### src/rtl/conv2d_systolic_stream_pkg.sv
// ---------------------------------------------------------------------------
// conv2d_systolic_stream_pkg : shared FSM states and width helper
// Rev 1.0
// ---------------------------------------------------------------------------
`default_nettype none

package conv2d_systolic_stream_pkg;

  typedef enum logic [1:0] {
    S_IDLE  = 2'd0,
    S_LOADW = 2'd1,
    S_RUN   = 2'd2,
    S_DRAIN = 2'd3
  } state_t;

  // Bits needed to index v distinct values (0 for v <= 1).
  function automatic int clog2(input int v);
    int r;
    int x;
    r = 0;
    x = v - 1;
    while (x > 0) begin
      r = r + 1;
      x = x >> 1;
    end
    return r;
  endfunction

endpackage

`default_nettype wire

### src/rtl/conv2d_systolic_stream_line_buffer.sv
// ---------------------------------------------------------------------------
// conv2d_systolic_stream_line_buffer : K-1 image rows plus K x K window taps
// Rev 1.0
// ---------------------------------------------------------------------------
`default_nettype none

module conv2d_systolic_stream_line_buffer
  import conv2d_systolic_stream_pkg::*;
#(
  parameter int DW  = 8,
  parameter int IMG = 4,
  parameter int K   = 3
) (
  input  logic              clk,
  input  logic              rst,
  input  logic              en,
  input  logic [DW-1:0]     din,
  output logic [K*K*DW-1:0] window
);

  // One raster-ordered delay line: (K-1) full rows plus the K newest pixels.
  // The K newest entries of each row segment are the window columns.
  localparam int LEN = (K - 1) * IMG + K;

  logic [DW-1:0] taps [LEN];

  always_ff @(posedge clk) begin
    if (!rst) begin
      for (int i = 0; i < LEN; i++) taps[i] <= '0;
    end else if (en) begin
      taps[0] <= din;
      for (int i = 1; i < LEN; i++) taps[i] <= taps[i-1];
    end
  end

  // taps[0] is the newest pixel, i.e. the bottom-right of the window.
  for (genvar r = 0; r < K; r++) begin : g_row
    for (genvar c = 0; c < K; c++) begin : g_col
      assign window[(r*K+c)*DW +: DW] = taps[(K-1-r)*IMG + (K-1-c)];
    end
  end

endmodule

`default_nettype wire

### src/rtl/conv2d_systolic_stream.sv
// ---------------------------------------------------------------------------
// conv2d_systolic_stream : streaming K x K valid-window convolution engine
// Rev 1.0
// ---------------------------------------------------------------------------
`default_nettype none

module conv2d_systolic_stream
  import conv2d_systolic_stream_pkg::*;
#(
  parameter int DW    = 8,
  parameter int IMG   = 4,
  parameter int K     = 3,
  parameter int ACC_W = 20,
  parameter int OUT_W = 8,
  parameter int SHIFT = 0
) (
  input  logic             clk,
  input  logic             rst,
  input  logic             w_start,
  input  logic             w_valid,
  input  logic [DW-1:0]    w_data,
  output logic             w_ready,
  input  logic             sat_mode,
  input  logic             in_valid,
  input  logic [DW-1:0]    in_data,
  output logic             in_ready,
  output logic             out_valid,
  output logic [OUT_W-1:0] out_data,
  input  logic             out_ready,
  output logic             done,
  output logic             busy
);

  localparam int NW   = K * K;
  localparam int NRES = (IMG - K + 1) * (IMG - K + 1);
  localparam int PW   = 2 * DW;
  localparam int RC_W = clog2(IMG);
  localparam int WC_W = clog2(NW);
  localparam int RS_W = clog2(NRES + 1);

  state_t state, state_nx;

  logic [RC_W-1:0]    row, col;
  logic [WC_W-1:0]    wcnt;
  logic [RS_W-1:0]    rcnt;
  logic [DW-1:0]      wts [NW];
  logic [K*K*DW-1:0]  window;
  logic [PW-1:0]      prod [NW];
  logic               v1, v2, ovld;
  logic [OUT_W-1:0]   odata, quant;
  logic               sat_q, busy_q;
  logic [ACC_W-1:0]   sum, q;
  logic               pipe_en, first_pix, last_pix, reload, win_ok;
  logic               w_hs, px_hs, o_hs, last_res;

  assign pipe_en   = !ovld || out_ready;
  assign first_pix = (row == '0) && (col == '0);
  assign last_pix  = (row == RC_W'(IMG - 1)) && (col == RC_W'(IMG - 1));
  assign win_ok    = (row >= RC_W'(K - 1)) && (col >= RC_W'(K - 1));
  assign reload    = (state == S_RUN) && w_start && first_pix;
  assign w_hs      = (state == S_LOADW) && w_valid;
  // A reload request between frames wins over a pixel offered in the same cycle.
  assign px_hs     = (state == S_RUN) && pipe_en && in_valid && !reload;
  assign o_hs      = ovld && out_ready;
  assign last_res  = o_hs && (rcnt == RS_W'(NRES - 1));

  // Outputs are forced low for as long as reset is held.
  assign w_ready   = rst && (state == S_LOADW);
  assign in_ready  = rst && (state == S_RUN) && pipe_en && !reload;
  assign out_valid = rst && ovld;
  assign out_data  = rst ? odata : '0;
  assign done      = rst && last_res;
  assign busy      = rst && busy_q;

  always_comb begin
    state_nx = state;
    unique case (state)
      S_IDLE:  state_nx = S_LOADW;
      S_LOADW: if (w_hs && (wcnt == WC_W'(NW - 1))) state_nx = S_RUN;
      S_RUN: begin
        if (reload)                 state_nx = S_LOADW;
        else if (px_hs && last_pix) state_nx = S_DRAIN;
      end
      S_DRAIN: if (last_res) state_nx = S_RUN;
      default: state_nx = S_IDLE;
    endcase
  end

  always_ff @(posedge clk) begin
    if (!rst) begin
      state  <= S_IDLE;
      row    <= '0;
      col    <= '0;
      wcnt   <= '0;
      rcnt   <= '0;
      sat_q  <= 1'b0;
      busy_q <= 1'b0;
      for (int i = 0; i < NW; i++) wts[i] <= '0;
    end else begin
      state <= state_nx;
      if (w_hs) begin
        wts[wcnt] <= w_data;
        wcnt      <= (wcnt == WC_W'(NW - 1)) ? '0 : wcnt + 1'b1;
      end
      if (px_hs) begin
        if (col == RC_W'(IMG - 1)) begin
          col <= '0;
          row <= (row == RC_W'(IMG - 1)) ? '0 : row + 1'b1;
        end else begin
          col <= col + 1'b1;
        end
        if (first_pix) begin
          sat_q  <= sat_mode;
          busy_q <= 1'b1;
        end
      end
      if (o_hs) rcnt <= last_res ? '0 : rcnt + 1'b1;
      if (last_res) busy_q <= 1'b0;
    end
  end

  conv2d_systolic_stream_line_buffer #(
    .DW  (DW),
    .IMG (IMG),
    .K   (K)
  ) u_line_buffer (
    .clk    (clk),
    .rst    (rst),
    .en     (px_hs),
    .din    (in_data),
    .window (window)
  );

  always_comb begin
    sum = '0;
    for (int i = 0; i < NW; i++) sum = sum + ACC_W'(prod[i]);
  end

  assign q     = sum >> SHIFT;
  assign quant = (sat_q && ((q >> OUT_W) != '0)) ? '1 : q[OUT_W-1:0];

  // Stage 1 is the window shift itself; v1 marks a complete window in it.
  always_ff @(posedge clk) begin
    if (!rst) begin
      v1    <= 1'b0;
      v2    <= 1'b0;
      ovld  <= 1'b0;
      odata <= '0;
      for (int i = 0; i < NW; i++) prod[i] <= '0;
    end else if (pipe_en) begin
      v1 <= px_hs && win_ok;
      v2 <= v1;
      for (int i = 0; i < NW; i++) prod[i] <= PW'(window[i*DW +: DW]) * PW'(wts[i]);
      ovld  <= v2;
      odata <= quant;
    end
  end

endmodule

`default_nettype wire

### config.mk
export PLATFORM = sky130hd
export DESIGN_NAME = conv2d_systolic_stream
export DESIGN_NICKNAME = d
export VERILOG_FILES = /design/src/rtl/conv2d_systolic_stream_pkg.sv /design/src/rtl/conv2d_systolic_stream_line_buffer.sv /design/src/rtl/conv2d_systolic_stream.sv
export SDC_FILE = /design/constraint.sdc
export NUM_CORES = 2
export LEC_CHECK = 0
export BUFFER_PORTS_ARGS = -buffer_cell sky130_fd_sc_hd__buf_2
export CAP_MARGIN = 0
export CORE_ASPECT_RATIO = 0.7
export CORE_MARGIN = 3
export CORE_UTILIZATION = 60
export CTS_CLUSTER_SIZE = 14
export DETAILED_ROUTE_END_ITERATION = 7
export PLACE_DENSITY = 0.76
export SLEW_MARGIN = 20
export SYNTH_ARGS = -nofsm -noshare
export SYNTH_HDL_FRONTEND = slang
export SYNTH_SLANG_ARGS = --single-unit
### constraint.sdc
create_clock -name clk -period 13.45 [get_ports clk]
set_clock_uncertainty 0.05 [all_clocks]
set_input_delay 2.0175 -clock clk [delete_from_list [all_inputs] [get_ports clk]]
set_output_delay 2.0175 -clock clk [all_outputs]
set_load 0.005 [all_outputs]
==> metrics <==
outcome completed; Async SR Flop Fraction 0; Crit Path Class register to register; GRT Util Overall 0.2919; Root Buffer clkbuf_16; setup slack on the worst flop-to-flop path 7.96 ns; starting DRC count in detailed routing 2551; drt wl/cell 20.87 um; CTS sink cnt 330; Syn Area/Cell 10.21 sq um; first-pass GRT wire length 134700 um; Slew Limit Fails 0; Lkg Pwr 17.85 nW; area of the core region 0.05558 sq mm; Most common cell on crit path fa_1; Worst slew margin 0.3078; WL final 85530 um; Arr. time, crit path 5.85 ns; Num CTS Buffers 36; synth top area cells edfxtp_1 (27%), fa_1 (26%), ha_1 (13%), inv_1 (6.3%), and2_1 (6.1%); DRC 0; Syn Nets 4141; distinct cell type count of the synthesized netlist 58; Post-DRT Antenna Nets 0; Synth area leader edfxtp_1; Bufs on Longest Clock Path 3; layout cell share with drive strength beyond 1 0.03604; TritonRoute pass-1 iters 6; Final #Nets 4143; synth warn 0; vias 24060; Die ar. 0.05956 sq mm; Worst path slowest cell fa_1; Setup Total Neg Slack 0 ns; design area 0.03606 sq mm; largest net degree at the start of global routing 93; Top Ports 36; maximum clock rate 182.2 MHz; area grow syn2layout 6.147%; Post-CTS Setup Bufs 0; H-tree Lvls 2; post-CTS sizing 0; I/O Buffers 35; Peak supply drop 462.8 uV; Setup violations, final 0; Hold WS 0.4315 ns; hold buffer count at CTS 0; count leader, synth inv_1; initial antenna violation count 9; grt ovf 0; CTS tree done; Mapped Cells 3327; post-DP HPWL 66120 um; row cnt 72; Crit. End Element register; placed cell area 0.03488 sq mm; CP required 13.81 ns; endpoints failing hold 0; Yosys top cell area share 0.2687; post-synthesis sequential area ratio 0.2840; final worst-path cycle share 0.4080; vias in the first global route 24150; Final Critical Period 5.488 ns; area of the mapped netlist 0.03397 sq mm; Worst path max stage delay 0.64 ns; Reg clk slew, reported paths 0.07 ns; flops & latches, synth 330; RSZ-0062 raised after global routing false; Skew-Pair Late Insertion Delay 0.55 ns; Die Width 290.4 um; startpoint types register; largest fanout on the critical path 7; Die Span Y 205.1 um; Post-synth EDFFs 304; Post-synth top flop edfxtp_1; Post-synth top cells inv_1 (567), fa_1 (434), nand2_1 (366); worst path cell trace fa_1, inv_1, fa_1, fa_1, fa_1, inv_1, ha_1, nand2_1, nand2b_1, or3_1, o2111a_1, nor4_1, nor2_1, a211oi_1, a21oi_1; Power Density 145.1 mW/mm^2; HP Class register to register; Worst Tran Pin Value 1.038 ns; Final Wtd Congestion 0.9567; Initial Util 0.6112; DR vias/cell 5.869; max_cap viols 0
metrics by stage:
step           utilization  power [W]  instances  worst slack, ns
2_1_floorplan            -   0.003453       3327            7.425
3_3_place_gp        0.6276   0.004090       4031            8.134
3_5_place_dp        0.6276   0.004151       4031            8.057
4_1_cts             0.6486   0.005195       4097            8.044
5_1_grt             0.6487   0.005616       4098            7.737
6_report            0.6487   0.005231       4099            7.962
worst max-delay path, delay by kind of cell (launching register included):
kind | cells | cell delay (ns)
AND/OR/NAND/NOR | 5 | 1.47
adder cells (fa/ha/maj) | 5 | 2.51
buffers and inverters | 2 | 0.13
AO/OA/AOI/OAI | 3 | 0.75
flip-flops | 1 | 0.42
routing by layer:
layer	track usage	share of wire	vias up
met2	0.4273	0.43	1089
met4	0.08741	0.029	0
li1	-	-	10800
met1	0.4358	0.43	12040
met5	0	0	-
met3	0.06676	0.11	128
path summary, 6_finish.rpt:
| check | start | to | cells after the start |
|---|---|---|---|
| min | v2$_SDFFE_PN0N_ | v2$_SDFFE_PN0N_ | 1 |
| min reg2reg | v2$_SDFFE_PN0N_ | v2$_SDFFE_PN0N_ | 1 |
| max reg2reg | prod[0][107]$_SDFFCE_PN0P_ | odata[0]$_SDFFE_PN0N_ | 15 |
| max | prod[0][107]$_SDFFCE_PN0P_ | odata[0]$_SDFFE_PN0N_ | 15 |
cell families after synthesis:
logic type	share of synthesized area
AND/OR/NAND/NOR	0.1829
buffers and inverters	0.07186
multiplexers	0.001179
adder cells (fa/ha/maj)	0.3872
flip-flops	0.2840
XOR/XNOR	0.02114
AO/OA/AOI/OAI	0.05167
power breakdown:
group          total [W]  switching [W]  internal [W]
Clock            0.00101       0.000443      0.000571
Sequential       0.00131      0.0000954       0.00121
Combinational    0.00291        0.00172       0.00119
cell type report:
cell class | count | area (sq um)
antenna | 2 | 5.005
clock buffer | 46 | 959.7
clock inverter | 20 | 207.7
fill | 4301 | 19520
inverter | 567 | 2133
multi-input combinational | 2347 | 21910
sequential | 330 | 9649
tap | 740 | 925.9
timing repair buffer | 47 | 271.5
state kept, by name, indices dropped and copies added, names as in the netlist:
signal,count
sat_q,1
ovld,1
prod,144
col,2
u_line_buffer.taps,88
odata,8
wcnt,4
busy_q,1
row,2
wts,72
rcnt,3
state,2
v2,1
v1,1
layout by cell type, fill, tap and decap left out, types with 5 or more instances in the layout:
cell	synthesis	final
nand3_1	34	34
xnor2_1	38	38
nor2_1	108	108
and2_1	333	333
o31ai_1	5	5
a21o_1	33	33
nand2_1	366	364
buf_2	1	34
nand2b_1	12	12
nor3b_1	12	11
edfxtp_1	304	304
nor2b_1	23	23
clkbuf_1	78	9
a21oi_1	89	89
clkinv_1	0	5
a211oi_1	10	10
o21a_1	27	27
dfxtp_1	26	26
ha_1	357	357
or4_1	9	9
inv_1	567	566
a31oi_1	5	5
a41oi_1	6	6
nor3_1	71	70
a21boi_0	9	9
nand4_1	5	5
or2_2	6	6
xor2_1	44	44
or3_1	21	21
fa_1	434	434
inv_6	0	5
clkbuf_16	0	37
o211ai_1	10	10
and3_1	184	183
o21ai_0	47	47
buf_4	0	12
(Power assumes the default switching activity.)
